File: src/rtl/bus_monitor_pkg.sv
// Shared types and constants for the bus protocol monitor.
//   state_t   : monitor FSM state (IDLE / ACTIVE)
//   txn_t     : attributes of the transaction in flight, latched on begin
//   V_*       : violation codes. A lower code wins when several fire together.
package bus_monitor_pkg;

  localparam int VIOL_W = 3;

  typedef enum logic {
    IDLE   = 1'b0,
    ACTIVE = 1'b1
  } state_t;

  typedef struct packed {
    logic       rnw;
    logic [7:0] burst;
  } txn_t;

  localparam logic [VIOL_W-1:0] V_NONE       = 3'd0;
  localparam logic [VIOL_W-1:0] V_NESTED     = 3'd1;
  localparam logic [VIOL_W-1:0] V_STRAY_DATA = 3'd2;
  localparam logic [VIOL_W-1:0] V_STRAY_END  = 3'd3;
  localparam logic [VIOL_W-1:0] V_BEAT_COUNT = 3'd4;
  localparam logic [VIOL_W-1:0] V_TIMEOUT    = 3'd5;
  localparam logic [VIOL_W-1:0] V_MISALIGNED = 3'd6;

endpackage

File: src/rtl/bus_protocol_monitor.sv
// Passive system-bus monitor. It tracks each transaction from begin to end and
// checks beat counts, stray handshakes and hangs. It keeps statistics and never
// drives the bus.
//
// Ports:
//   clk_i, rst_i              clock, synchronous active-high reset
//   begin/end_transaction_i   bus strobes
//   data_valid_i, busy_i      beat handshake (a beat = valid && !busy)
//   error_i                   bus error, terminates the transaction
//   read_n_write_i,
//   burst_size_i,
//   byte_enables_i            transaction attributes, valid with begin
//   addr_data_i               address on begin, data on beats
//   active_o                  transaction in progress (registered)
//   violation_o               one-cycle pulse, cycle after the offending sample
//   violation_code_o          code of that violation, 0 otherwise
//   first_code_o              sticky code of the first violation since reset
//   *_count_o                 wrapping statistics counters
//   last_addr_o               address captured at the last begin
module bus_protocol_monitor
  import bus_monitor_pkg::*;
#(
  parameter int TIMEOUT_CYCLES = 1024,
  parameter int CNT_W          = 32
) (
  input  logic              clk_i,
  input  logic              rst_i,
  input  logic              begin_transaction_i,
  input  logic              end_transaction_i,
  input  logic              data_valid_i,
  input  logic              busy_i,
  input  logic              error_i,
  input  logic              read_n_write_i,
  input  logic [7:0]        burst_size_i,
  input  logic [3:0]        byte_enables_i,
  input  logic [31:0]       addr_data_i,
  output logic              active_o,
  output logic              violation_o,
  output logic [VIOL_W-1:0] violation_code_o,
  output logic [VIOL_W-1:0] first_code_o,
  output logic [CNT_W-1:0]  txn_count_o,
  output logic [CNT_W-1:0]  read_count_o,
  output logic [CNT_W-1:0]  write_count_o,
  output logic [CNT_W-1:0]  bus_error_count_o,
  output logic [31:0]       last_addr_o
);

  localparam int                TMO_W   = $clog2(TIMEOUT_CYCLES) + 1;
  localparam logic [TMO_W-1:0]  TMO_MAX = TMO_W'(TIMEOUT_CYCLES - 1);
  localparam logic [8:0]        BEATS_SAT = 9'd256;

  state_t            state, state_d;
  txn_t              txn;
  logic [8:0]        beats, beats_d, beats_acc;
  logic [TMO_W-1:0]  tmo, tmo_d;
  logic              capture, complete, bus_err;
  logic [6:1]        flags;
  logic [VIOL_W-1:0] code_d;
  logic              beat_ok;

  // Byte enables carry no protocol rule the monitor checks.
  logic unused_byte_enables;
  assign unused_byte_enables = ^byte_enables_i;

  assign beat_ok = data_valid_i && !busy_i;
  // Beat count including a beat accepted this cycle, saturating at 256.
  assign beats_acc = (beat_ok && beats != BEATS_SAT) ? beats + 9'd1 : beats;

  always_comb begin
    state_d  = state;
    beats_d  = beats;
    tmo_d    = tmo;
    capture  = 1'b0;
    complete = 1'b0;
    bus_err  = 1'b0;
    flags    = '0;

    case (state)
      IDLE: begin
        // Stray strobes are flagged even when a begin is taken alongside them.
        if (data_valid_i)        flags[V_STRAY_DATA] = 1'b1;
        if (end_transaction_i)   flags[V_STRAY_END]  = 1'b1;
        if (begin_transaction_i) capture = 1'b1;
      end
      ACTIVE: begin
        if (error_i) begin
          bus_err = 1'b1;
          state_d = IDLE;
        end else if (end_transaction_i) begin
          complete = 1'b1;
          if (beats_acc != ({1'b0, txn.burst} + 9'd1)) flags[V_BEAT_COUNT] = 1'b1;
          // Back-to-back: the old transaction closes, the new one opens.
          if (begin_transaction_i) capture = 1'b1;
          else                     state_d = IDLE;
        end else if (begin_transaction_i) begin
          flags[V_NESTED] = 1'b1;
          capture         = 1'b1;
        end else if (!data_valid_i && tmo == TMO_MAX) begin
          flags[V_TIMEOUT] = 1'b1;
          state_d          = IDLE;
        end else begin
          beats_d = beats_acc;
          tmo_d   = data_valid_i ? '0 : tmo + TMO_W'(1);
        end
      end
      default: state_d = IDLE;
    endcase

    if (state_d == IDLE) begin
      beats_d = '0;
      tmo_d   = '0;
    end

    if (capture) begin
      state_d = ACTIVE;
      beats_d = '0;
      tmo_d   = '0;
      if (addr_data_i[1:0] != 2'b00) flags[V_MISALIGNED] = 1'b1;
    end

    // Lowest code wins.
    if      (flags[1]) code_d = V_NESTED;
    else if (flags[2]) code_d = V_STRAY_DATA;
    else if (flags[3]) code_d = V_STRAY_END;
    else if (flags[4]) code_d = V_BEAT_COUNT;
    else if (flags[5]) code_d = V_TIMEOUT;
    else if (flags[6]) code_d = V_MISALIGNED;
    else               code_d = V_NONE;
  end

  always_ff @(posedge clk_i) begin
    if (rst_i) begin
      state             <= IDLE;
      txn               <= '0;
      beats             <= '0;
      tmo               <= '0;
      active_o          <= 1'b0;
      violation_o       <= 1'b0;
      violation_code_o  <= V_NONE;
      first_code_o      <= V_NONE;
      txn_count_o       <= '0;
      read_count_o      <= '0;
      write_count_o     <= '0;
      bus_error_count_o <= '0;
      last_addr_o       <= '0;
    end else begin
      state    <= state_d;
      beats    <= beats_d;
      tmo      <= tmo_d;
      active_o <= (state_d == ACTIVE);

      if (capture) begin
        txn         <= '{rnw: read_n_write_i, burst: burst_size_i};
        last_addr_o <= addr_data_i;
      end

      // Uses the attributes of the closing transaction; capture updates txn
      // only after this edge.
      if (complete) begin
        txn_count_o <= txn_count_o + CNT_W'(1);
        if (txn.rnw) read_count_o  <= read_count_o + CNT_W'(1);
        else         write_count_o <= write_count_o + CNT_W'(1);
      end

      if (bus_err) bus_error_count_o <= bus_error_count_o + CNT_W'(1);

      violation_o      <= (code_d != V_NONE);
      violation_code_o <= code_d;
      if (first_code_o == V_NONE) first_code_o <= code_d;
    end
  end

endmodule

File: config.mk
export PLATFORM = sky130hd
export DESIGN_NAME = bus_protocol_monitor
export DESIGN_NICKNAME = d
export VERILOG_FILES = /design/src/rtl/bus_monitor_pkg.sv /design/src/rtl/bus_protocol_monitor.sv
export SDC_FILE = /design/constraint.sdc
export NUM_CORES = 1
export LEC_CHECK = 0
export ABC_AREA = 1
export BUFFER_PORTS_ARGS = -buffer_cell sky130_fd_sc_hd__buf_2
export CORE_MARGIN = 1
export CORE_UTILIZATION = 32
export CTS_BUF_LIST = sky130_fd_sc_hd__clkbuf_8
export DETAILED_ROUTE_END_ITERATION = 10
export GPL_TIMING_DRIVEN = 0
export SKIP_LAST_GASP = 1
export SLEW_MARGIN = 10
export SYNTH_ARGS = -nofsm -noshare
export SYNTH_HDL_FRONTEND = slang
export SYNTH_SLANG_ARGS = --single-unit
export TNS_END_PERCENT = 50
File: constraint.sdc
create_clock -name clk_i -period 2.07 [get_ports clk_i]
set_input_delay 0.414 -clock clk_i [delete_from_list [all_inputs] [get_ports clk_i]]
set_output_delay 0.414 -clock clk_i [all_outputs]
set_load 0.005 [all_outputs]
**Yosys cells after proc, flatten, opt, wreduce, memory -nomap -nowiden**

Cells that the tools add are included.

- Bits in registers: 197
- Input bits: 52

- Add/subtract/negate cells: 7
- Eq/ne operators: 3
- Mux-type cells: 36
- Bitwise operators: 7
- Reduce and logical (&&, ||, !) cells: 12

Operators with widths:

| cell | count |
|---|---|
| $add 32x1->32 const B | 4 |
| $mux 1 | 24 |
| $mux 3 | 6 |
| $add 11x1->11 const B | 1 |
| $eq 11x10->1 const B | 1 |
| $mux 11 | 1 |
| $add 8x1->9 const B | 1 |
| $add 9x1->9 const B | 1 |
| $mux 9 | 1 |
| $ne 9x9->1 | 1 |
| $ne 9x9->1 const B | 1 |
| $not 1->1 | 7 |
| $mux 2 | 3 |
| $reduce_and 5->1 | 1 |
| $reduce_and 2->1 | 2 |
| $logic_and 1x1->1 | 3 |
| $logic_not 3->1 | 1 |
| $reduce_bool 3->1 | 1 |
| $reduce_or 3->1 | 1 |
| $logic_not 1->1 | 2 |
| $pmux 1 s2 | 1 |
| $reduce_bool 2->1 | 1 |

**Logic depth before layout (Yosys ltp)**

- Depth after elaboration: 15
- Depth in mapped cells: 19

**Worst setup path before layout**

No wires, ideal clock.

- Kind: input-to-reg
- Start point: input error_i
- End point: register txn_count_o[29]
- Data arrival time: 1.794 ns
- Slack: 0.149 ns
- Cell stages on the path: 13
- Buffers on the path: 0
- Cell sequence: inv_1 nand3_4 nor2_1 nand2_1 inv_1 nand3_2 nor2_2 nand2_1 nor2_2 nand2_1 nor3_2 xor2_1 nor2_1

- Longest elaborated chain between the ends: 2

RTL lines:

| element | RTL line | RTL |
|---|---|---|
| from (decl) | bus_protocol_monitor.sv:32 | `input logic error_i,` |
| $mux 1 | bus_protocol_monitor.sv:86 | `if (error_i) begin` |
| $mux 1 | bus_protocol_monitor.sv:78 | `case (state)` |
| to (signal assigned) | bus_protocol_monitor.sv:160 | `txn_count_o <= txn_count_o + CNT_W'(1);` |
| to (decl) | bus_protocol_monitor.sv:41 | `output logic [CNT_W-1:0] txn_count_o,` |

Every way passes these cells.
A chain may end at the register's enable or synchronous reset.

**Worst setup path after layout**

- Start point: register state
- End point: register txn_count_o[24]

- Longest elaborated chain between the ends: 1

RTL lines:

| element | RTL line | RTL |
|---|---|---|
| from (decl) | bus_protocol_monitor.sv:52 | `state_t state, state_d;` |
| from (signal assigned) | bus_protocol_monitor.sv:147 | `state <= state_d;` |
| $mux 1 | bus_protocol_monitor.sv:78 |  |

Every way passes these cells.

==> results.yml <==
timing:
  min_period_ps: 2070
  fin_crit_sh_pct: 99.9
  rsz0062_at_grt: "true"
  worstMarginPinSlew_ps: 893
  hold_viol: 0
  setup_violations: 0
  maxSlewHeadroom_pct: 40.5
  setup_tns_ps: 0
  fmax_mhz: 484
  final_max_slew_viol_count: 0
  fin_worst_skew_ps: 21.3
layout:
  antennaDiodeCount: 0
  fin_nets: 1679
  final_layout_size_suffix_gt1_share_pct: 25.9
  stdcell_area_sq_um: 12100
  synthToLayoutAreaGrowth_pct: 28.9
power_and_ir_drop:
  pwr-share-seq_pct: 56.6
  p_int_uw: 4960
  ir_worst_vdd_uv: 275
  pwr-share-clk_pct: 35.7
  p_switching_uw: 1980
  combinationalPowerShare_pct: 7.8
  p_per_area_nw_per_um2: 574
  swShare_pct: 28.6
  power_leakage_uw: 0.00512
logic_synthesis:
  seq_area_frac_synth_pct: 42.0
  synth-seq-cells: 197
  yosysMostFrequentCell: "nand2_1"
  synth_xor_area_share_pct: 4.67
  synth_mux_area_share_pct: 0
  synth_top_family_by_area: "simple AND/OR/NAND/NOR gates"
  synth-main-ff-cell: "dfxtp_1"
  synthAdderAreaFrac_pct: 1.07
  synth_warnings: 0
  async_flop_share_pct: 0
  synth_area_leaders: "dfxtp_1 (42%), nand2_1 (9.7%), nor2_1 (8.8%)"
  avgSynthCellArea_sq_um: 6.96
  synth_top_area_share_pct: 42.0
  synth-compound-area-share_pct: 10.5
  synthSimpleGateAreaFrac_pct: 33.5
  synth.distinct_cells: 40
  synth_edf_count: 0
  syn_inst: 1347
  syn_nets: 1407
  synth_top_cell_by_area: "dfxtp_1"
  syn_area_sq_um: 9380
  synth_common_cells: "nand2_1 (242), nor2_1 (220), dfxtp_1 (197)"
worst_setup_path:
  worstPathArrival_ps: 2490
  max_stage_delay_ps: 400
  cp_data_required_time_ps: 2500
  cpMostUsedCell: "nand2_1"
  crit_family: "simple AND/OR/NAND/NOR gates"
  critical_path_class: "reg -> reg"
  end_kind: "flop"
  crit_buf_inv: 3
  worstPathMaxFanout: 5
  slowest_stage: "dfxtp_4"
  worstPathCellList: "nand3_4 -> buf_4 -> nor2_4 -> nand3_2 -> nor2_2 -> nand2_1 -> nor4_4 -> nand2_1 -> inv_1 -> nand2_1 -> inv_1 -> nand2_1 -> a21oi_1"
  cp-start-kind: "flop"
detailed_routing:
  drt_pass1_iterations: 5
  drc: 0
  vias: 9531
  routedWlPerCell_um: 14.1
  viasPerCell: 4.73
  initialDrtViolationCount: 556
  wirelength_um: 28500
  ant_nets: 0
floorplanning:
  die-area_sq_um: 30000
  die_x_um: 173
  core_sq_um: 28800
  initial_core_util_pct: 32.6
  ios: 220
  die_h_um: 173
  rows: 62
placement:
  post-dp-hpwl_um: 21100
  place_congestion: 0.853
  portBuffers: 215
  place_area_sq_um: 10900
clock_tree:
  cts_made_buffers: 17
  clockBufferDepth: 2
  hold_buffers: 0
  clk_pin_slew_ps: 120
  root_buffer: "clkbuf_8"
  htreeDepth: 4
  cts_tree: "yes"
  clock_latency_ps: 490
  cts_num_sinks: 197
global_routing:
  grt_pass1_wl_um: 43900
  antenna_found_initial: 0
  grt_pass1_vias: 8542
  gr-total-overflow: 0
  track_usage_pct: 18.3
  grt_max_degree: 20
worst_hold_path:
  hold_class: "in -> reg"
run_status:
  outcome: "finished, final reports clean"
run:
  maxCapViolCount: 0
-- cell families (layout without fill, tap and decap cells) --
kind of cell	count (synthesis)	count (layout)
and+or+nand+nor	698	698
buffers and inverters	205	490
DFF	197	197
AOI/OAI and AO/OA	189	189
xor gates and xnor gates	50	50
adders and majority gates	8	8
-- worst paths after layout --
path / startpoint / end / slack [ps] / cells after the start
worst min-delay path: addr_data_i[15] / last_addr_o[15] / 140 / 3
worst max-delay path: state / txn_count_o[24] / 2 / 13
worst min register to register: last_addr_o[1] / last_addr_o[1] / 450 / 2
worst max register to register: state / txn_count_o[24] / 2 / 13
-- power by group through the flow --
stage / registers [uW] / clock network [uW] / logic [uW]
3_5_place_dp: 4020 / 0 / 505
4_1_cts: 3930 / 2560 / 518
5_1_grt: 3940 / 2720 / 607
3_3_place_gp: 4010 / 0 / 500
2_1_floorplan: 4010 / 0 / 260
6_report: 3930 / 2480 / 539
-- area by class of cell --
type | instances | area [sq um]
fill | 3007 | 16700
multi-input combinational | 945 | 5090
sequential | 197 | 3980
timing repair buffer | 253 | 1370
inverter | 174 | 674
tap | 384 | 480
clock buffer | 17 | 234
clock inverter | 15 | 139
buffer | 31 | 126
-- cell usage in the layout, fill, tap and decap left out, types with 8 or more instances in the layout --
master    synthesis  routed
nor3_1           69      61
nand4_1          26      26
nor2_4            2      20
nand2_2           3      17
clkbuf_8          0      17
o21a_1            9       9
nand2_1         242     224
nand3_1          83      76
nor2_2           14      21
buf_2             1     215
o21ai_0          87      83
nor2_1          220     195
nor3_2            4       8
dfxtp_1         197     183
xnor2_1          14      14
buf_4             0      37
a21oi_1          87      86
clkbuf_1         27      24
nor4_1           12      11
xor2_1           36      36
inv_1           169     161
nand3_2           2       9
-- worst min-delay path, cell delays in order --
cell and delay [ps]:
buf_2 70, nor2_1 30, nor2_1 80
-- state kept, by name, summed over array words and instances (netlist names), 9 cells and up --
name and cells:
tmo 11, write_count_o 32, read_count_o 32, beats 9
bus_error_count_o 32, txn_count_o 32, last_addr_o 32, txn 9
-- routing by layer --
| layer | share of wire (%) | GRT usage, % | vias to the layer above |
|---|---|---|---|
| met5 | 0 | 0 | - |
| met1 | 47 | 24.7 | 4357 |
| met2 | 46 | 29.5 | 244 |
| li1 | - | - | 4897 |
| met4 | 1.8 | 5.83 | 0 |
| met3 | 5.3 | 3.46 | 33 |
-- through the flow --
| stage | hold slack [ps] | setup WS, ps | std cells | power, uW | util, % |
|---|---|---|---|---|---|
| finish | 142 | 1.94 | 2016 | 6940 | 42.0 |
| global placement | 429 | -394 | 1946 | 4510 | 38.0 |
| CTS | 111 | -37.5 | 1990 | 7010 | 40.1 |
| detailed placement | 436 | -431 | 1946 | 4520 | 38.0 |
| floorplan | 442 | 149 | 1347 | 4270 | - |
| global route | 119 | -135 | 2016 | 7270 | 42.0 |
-- timing repair --
item | CTS | global route
endpoints found under the hold margin | 0 | 0
setup endpoints to repair | 75 | 64
setup buffers | 12 | 26
pin swaps | 15 | 44
gates resized for setup | 45 | 105
Note: power is estimated with default switching activity, not from simulation.
